[src/rtl/mem_copy_initiator.sv]
// Single-outstanding word copy engine: read one word, wait for its response, write it, repeat.
// Define MEM_COPY_CHECKSUM_EN to add a running modular sum of every written word on port checksum.
module mem_copy_initiator #(
    parameter int CPU_WIDTH      = 32,
    parameter int WORD_ADDR_BITS = 30,
    parameter int LEN_BITS       = 16
) (
    input  logic                      clk,
    input  logic                      reset,
    input  logic                      start,
    input  logic [WORD_ADDR_BITS-1:0] src_addr,
    input  logic [WORD_ADDR_BITS-1:0] dst_addr,
    input  logic [LEN_BITS-1:0]       len,
    output logic                      busy,
    output logic                      done,
    output logic [LEN_BITS-1:0]       words_done,
    output logic                      mem_req_valid,
    input  logic                      mem_req_ready,
    output logic [WORD_ADDR_BITS-1:0] mem_req_addr,
    output logic [CPU_WIDTH-1:0]      mem_req_data,
    output logic [CPU_WIDTH/8-1:0]    mem_req_write,
    input  logic                      mem_resp_valid,
    input  logic [CPU_WIDTH-1:0]      mem_resp_data
`ifdef MEM_COPY_CHECKSUM_EN
    ,
    output logic [CPU_WIDTH-1:0]      checksum
`endif
);

    localparam int BE_W = CPU_WIDTH / 8;

    localparam logic [2:0] S_IDLE    = 3'd0;
    localparam logic [2:0] S_RD_REQ  = 3'd1;
    localparam logic [2:0] S_RD_WAIT = 3'd2;
    localparam logic [2:0] S_WR_REQ  = 3'd3;
    localparam logic [2:0] S_DONE    = 3'd4;

    logic [2:0]                state_q, state_d;
    logic [WORD_ADDR_BITS-1:0] src_ptr_q, src_ptr_d;
    logic [WORD_ADDR_BITS-1:0] dst_ptr_q, dst_ptr_d;
    logic [LEN_BITS-1:0]       len_q, len_d;
    logic [LEN_BITS-1:0]       words_done_q, words_done_d;
    logic [LEN_BITS-1:0]       words_done_inc;
    logic [CPU_WIDTH-1:0]      data_q, data_d;
`ifdef MEM_COPY_CHECKSUM_EN
    logic [CPU_WIDTH-1:0]      checksum_q, checksum_d;
`endif

    logic in_idle;
    logic in_rd_req;
    logic in_rd_wait;
    logic in_wr_req;

    assign in_idle    = (state_q == S_IDLE);
    assign in_rd_req  = (state_q == S_RD_REQ);
    assign in_rd_wait = (state_q == S_RD_WAIT);
    assign in_wr_req  = (state_q == S_WR_REQ);

    assign words_done_inc = words_done_q + LEN_BITS'(1);

    // Request outputs decode straight from state so an async reset drops them immediately.
    assign busy          = in_rd_req | in_rd_wait | in_wr_req;
    assign done          = (state_q == S_DONE);
    assign words_done    = words_done_q;
    assign mem_req_valid = in_rd_req | in_wr_req;
    assign mem_req_addr  = in_rd_req ? src_ptr_q :
                           in_wr_req ? dst_ptr_q : '0;
    assign mem_req_data  = data_q;
    assign mem_req_write = {BE_W{in_wr_req}};
`ifdef MEM_COPY_CHECKSUM_EN
    assign checksum      = checksum_q;
`endif

    always_comb begin
        state_d      = state_q;
        src_ptr_d    = src_ptr_q;
        dst_ptr_d    = dst_ptr_q;
        len_d        = len_q;
        words_done_d = words_done_q;
        data_d       = data_q;
`ifdef MEM_COPY_CHECKSUM_EN
        checksum_d   = checksum_q;
`endif
        case (state_q)
            S_IDLE: begin
                if (start) begin
                    src_ptr_d    = src_addr;
                    dst_ptr_d    = dst_addr;
                    len_d        = len;
                    words_done_d = '0;
`ifdef MEM_COPY_CHECKSUM_EN
                    checksum_d   = '0;
`endif
                    state_d      = (len == '0) ? S_DONE : S_RD_REQ;
                end
            end
            S_RD_REQ: begin
                if (mem_req_ready) begin
                    state_d = S_RD_WAIT;
                end
            end
            S_RD_WAIT: begin
                // Responses arriving in any other state are stray and never sampled.
                if (mem_resp_valid) begin
                    data_d  = mem_resp_data;
                    state_d = S_WR_REQ;
                end
            end
            S_WR_REQ: begin
                if (mem_req_ready) begin
                    src_ptr_d    = src_ptr_q + WORD_ADDR_BITS'(1);
                    dst_ptr_d    = dst_ptr_q + WORD_ADDR_BITS'(1);
                    words_done_d = words_done_inc;
`ifdef MEM_COPY_CHECKSUM_EN
                    checksum_d   = checksum_q + data_q;
`endif
                    state_d      = (words_done_inc == len_q) ? S_DONE : S_RD_REQ;
                end
            end
            S_DONE: begin
                state_d = S_IDLE;
            end
            default: begin
                state_d = S_IDLE;
            end
        endcase
    end

    always_ff @(posedge clk or posedge reset) begin
        if (reset) begin
            state_q      <= S_IDLE;
            src_ptr_q    <= '0;
            dst_ptr_q    <= '0;
            len_q        <= '0;
            words_done_q <= '0;
            data_q       <= '0;
`ifdef MEM_COPY_CHECKSUM_EN
            checksum_q   <= '0;
`endif
        end else begin
            state_q      <= state_d;
            src_ptr_q    <= src_ptr_d;
            dst_ptr_q    <= dst_ptr_d;
            len_q        <= len_d;
            words_done_q <= words_done_d;
            data_q       <= data_d;
`ifdef MEM_COPY_CHECKSUM_EN
            checksum_q   <= checksum_d;
`endif
        end
    end

    // Unused in the default build; keeps idle decode visible for future status use.
    logic unused_idle;
    assign unused_idle = in_idle;

endmodule

[config.mk]
export PLATFORM = sky130hd
export DESIGN_NAME = mem_copy_initiator
export DESIGN_NICKNAME = d
export VERILOG_FILES = /design/src/rtl/mem_copy_initiator.sv
export SDC_FILE = /design/constraint.sdc
export NUM_CORES = 1
export LEC_CHECK = 0
export CORE_AREA = 2 2 122 124
export CTS_CLUSTER_SIZE = 40
export DETAILED_ROUTE_END_ITERATION = 7
export DIE_AREA = 0 0 124 126
export GPL_ROUTABILITY_DRIVEN = 0
export PLACE_DENSITY_LB_ADDON = 0.2
export SLEW_MARGIN = 20
export SYNTH_ARGS = -nofsm -noshare
export SYNTH_HDL_FRONTEND = slang
export SYNTH_SLANG_ARGS = --single-unit
export TNS_END_PERCENT = 5
[constraint.sdc]
create_clock -name clk -period 7.25 [get_ports clk]
set_input_delay 0.725 -clock clk [delete_from_list [all_inputs] [get_ports clk]]
set_output_delay 0.725 -clock clk [all_outputs]
set_load 0.005 [all_outputs]
==> impl_results.md <==
- Critical path required time: 6.52 ns
- Largest net degree at the start of global routing: 100
- Initial Utilization: 0.519
- Number of global-route vias before repair: approximately 6700
- PD cells: about 420 mW/mm2
- Synth Flop Type: dfrtp_1
- Synth Area in Compound Gates: 0.192
- Area growth syn-to-layout: 33.7%
- Port bufs: around 200
- Final Hold Viols: 0
- Clock sink count: ~130
- N_diodes: 0
- Share of cells above drive strength 1: 0.109
- Post-synth EDFFs: 0
- Critical path fanouts, max: slightly above 70
- Clock skew: between 0.005 and 0.006 ns
- CTS Buf Count: 17
- Starting DRT DRC Count: slightly below 700
- Fin util: 0.694
- CTS tree: yes
- Htree depth: 4
- Fin crit share: 0.491
- Mux contribution to synthesized area: 0.119
- Xor/xnor share of the synthesized area: 0.0318
- Clock transition at path regs: 0.05 ns
- Multi-input gate area in the final layout: approximately 0.0039 mm2
- Setup TNS: 0 ns
- Simple-Gate Fraction of Synth Area: 0.174
- Hold slack: between 0.5 and 0.6 ns
- Rows: 44
- First-pass GRT wire length: ~34000 um
- Fin crit period: around 3.6 ns
- Routed WL per cell: between 15 and 20 um
- Root Driver: clkbuf_16
- Distinct cells, synth: 60
- Cells after synthesis: between 800 and 900
- CP startpoint kind: flip-flop
- Via-per-instance ratio: between 5 and 6
- I/O Pins: between 150 and 200
- CTS Buffer Depth: 2
- Peak Freq: approximately 0.28 GHz
- Synth Register Bits: roughly 130
- Nets: ~1100
- Worst VDD drop: between 0.2 and 0.25 mV
- Worst Hold Path Cells: 1
- Final ANT Viol Nets: 0
- Worst r2r path cells: 7
- Sequential share of the synthesized area: 0.428
- Max Cap Viol: 0
- Core footprint: 0.0143 mm2
- Sequential cell area: ~0.0032 mm2
- # DRC: 0
- Syn nets: 938
- Worst-Margin Slew: ~1.1 ns
- WP data arrival: ~2.8 ns
- Fillers: between 1000 and 1500
- Post-Syn Area: ~0.0074 mm2
- Final setup viols: 0
- Ys Warns: 0
- Outcome: finished, final reports clean
- Overflow after GRT: 0
- Post-cts resize count: 0
- Leak: a little under 4 nW
- Post-synth ARST share: 1.00
- Final Cell Area: 0.00994 mm2
- Pre-Repair DR Iteration Count: 5
- Placed Area: 0.00938 mm2
- Max Slew Vio Count: 0
- Initial antenna violation count: 0
- Synth Area in Adders: 0.00505
- Hold Crit Class: reg2reg
- Routed WL: approximately 21000 um
- Die Area: 0.0156 mm2
- DR vias: 7032
- Post-CTS setup buffers: 0
- CTS Hold Bufs: 0
- Worst setup EP type: primary output
- Critical Setup Path Class: reg2out
- Die W: ~120 um
- Largest family of logic cells by synthesized area: compound AO/OA/AOI/OAI gates
- Global Route Usage Sum: 0.278
- Syn avg cell area: 9.04 um2
- Die Y: 126 um
- Post-DP HPWL: around 14000 um
- Max_slew headroom: 0.285
- Clock Latency Late Sink: roughly 0.4 ns
- RSZ-0062 raised after global routing: false
[logic make-up (layout without fill, tap and decap cells)]
group	after synthesis	after routing
adders and majority gates	3	3
xor gates and xnor gates	27	27
muxes	82	82
DFF	127	127
buffers and inverters	74	245
AOI/OAI and AO/OA	241	241
and+or+nand+nor	268	268
[critical path, stage by stage (launching register included)]
cell and delay, ns:
dfrtp_1 0.52, nand2b_1 0.15, buf_4 0.34, inv_1 0.11, nand2_2 0.08, buf_4 0.60, inv_2 0.13, clkdlybuf4s50_1 0.48
[stage by stage]
| stage | setup slack [ns] | cells | total power [mW] |
|---|---|---|---|
| 2_1_floorplan | 3.14 | 822 | 2.58 |
| 3_3_place_gp | 3.92 | 1146 | 3.33 |
| 3_5_place_dp | 3.79 | 1146 | 3.39 |
| 4_1_cts | 3.70 | 1177 | 4.20 |
| 5_1_grt | 3.47 | 1177 | 4.51 |
| 6_report | 3.69 | 1177 | 4.19 |
[cell usage after synthesis (3+ instances only)]
cell / count / area [um2]
mux2_2: 48 / 541
xnor2_1: 17 / 149
o31ai_1: 6 / 45.0
and3_1: 13 / 81.3
o21ai_0: 77 / 385
a2bb2oi_1: 5 / 43.8
nand2_1: 72 / 270
inv_1: 7 / 26.3
nor3_1: 15 / 75.1
a22o_1: 3 / 26.3
nand4_1: 20 / 125
and2_1: 6 / 37.5
o41ai_1: 3 / 26.3
a21oi_1: 83 / 415
mux2i_1: 34 / 340
nand3_1: 32 / 160
clkbuf_8: 5 / 68.8
a22oi_1: 4 / 30.0
dfrtp_1: 127 / 3180
xor2_1: 10 / 87.6
a31o_2: 4 / 35.0
o22ai_1: 15 / 93.8
and4_1: 4 / 35.0
o22a_1: 3 / 26.3
nor4_1: 11 / 68.8
buf_1: 6 / 22.5
a32oi_1: 9 / 78.8
a31oi_1: 10 / 62.6
buf_4: 8 / 60.1
or3_1: 3 / 18.8
nor2_1: 79 / 297
buf_2: 13 / 65.1
a21o_1: 3 / 22.5
clkbuf_1: 32 / 120
ha_1: 3 / 37.5
[report_power, final]
part           internal [mW]  leakage [nW]  switching (mW)
clock                  0.495         0.284           0.302
combinational           1.05          2.17           0.920
sequential              1.03          1.52           0.398
[area by class of cell]
| class | count | share of cell area |
|---|---|---|
| Clock buffer | 25 | 0.0529 |
| Clock inverter | 6 | 0.00302 |
| Inverter | 8 | 0.00327 |
| Multi-Input combinational cell | 621 | 0.392 |
| Sequential cell | 127 | 0.320 |
| Tap cell | 184 | 0.0232 |
| Timing Repair Buffer | 206 | 0.205 |
[final timing paths]
check	endpoint	slack, ns	startpoint
max	mem_req_write[1]	3.69	state_q[2]$_DFFE_PP0P_
max in group asynchronous	state_q[1]$_DFFE_PP0P_	5.53	reset
min	mem_req_data[7]$_DFFE_PP0P_	0.50	mem_req_data[7]$_DFFE_PP0P_
min reg2reg	mem_req_data[7]$_DFFE_PP0P_	0.50	mem_req_data[7]$_DFFE_PP0P_
min in group asynchronous	len_q[12]$_DFFE_PP0P_	0.70	reset
max reg2reg	dst_ptr_q[23]$_DFFE_PP0P_	3.79	state_q[1]$_DFFE_PP0P_
[sequential cells by signal, summed over array words and instances (netlist names)]
register / cells
mem_req_data: 32
dst_ptr_q: 30
src_ptr_q: 30
len_q: 16
words_done: 16
state_q: 3
[placed cells by master, fill, tap and decap left out, types with 3 or more instances in the layout]
cell type and n:
nor4_1 11, nand2_1 71, a31oi_1 10, o41ai_1 3, a32oi_1 9, nor3_2 3
a21oi_1 83, and3_1 13, a22oi_1 4, xor2_1 10, xnor2_1 17, o22ai_1 15
o21ai_0 77, nand4_1 20, nand3_1 32, and4_1 4, ha_1 3, a22o_1 3
o31ai_1 6, clkbuf_8 7, buf_4 9, mux2i_1 34, o22a_1 3, a31o_2 4
or3_1 3, a2bb2oi_1 5, dfrtp_1 126, mux2_2 48, nor3_1 14, and2_1 6
nor2_1 78, inv_1 6, clkbuf_16 17, clkdlybuf4s50_1 197, a21o_1 3, clkinv_2 6
[routing by layer]
metal | part of all wire | track usage | vias to the layer above
li1 | - | - | 3331
met1 | 0.41 | 0.378 | 3348
met2 | 0.48 | 0.437 | 322
met3 | 0.094 | 0.0734 | 31
met4 | 0.015 | 0.0813 | 0
met5 | 0 | 0 | -
No activity file was read; power rests on OpenSTA's default activity.
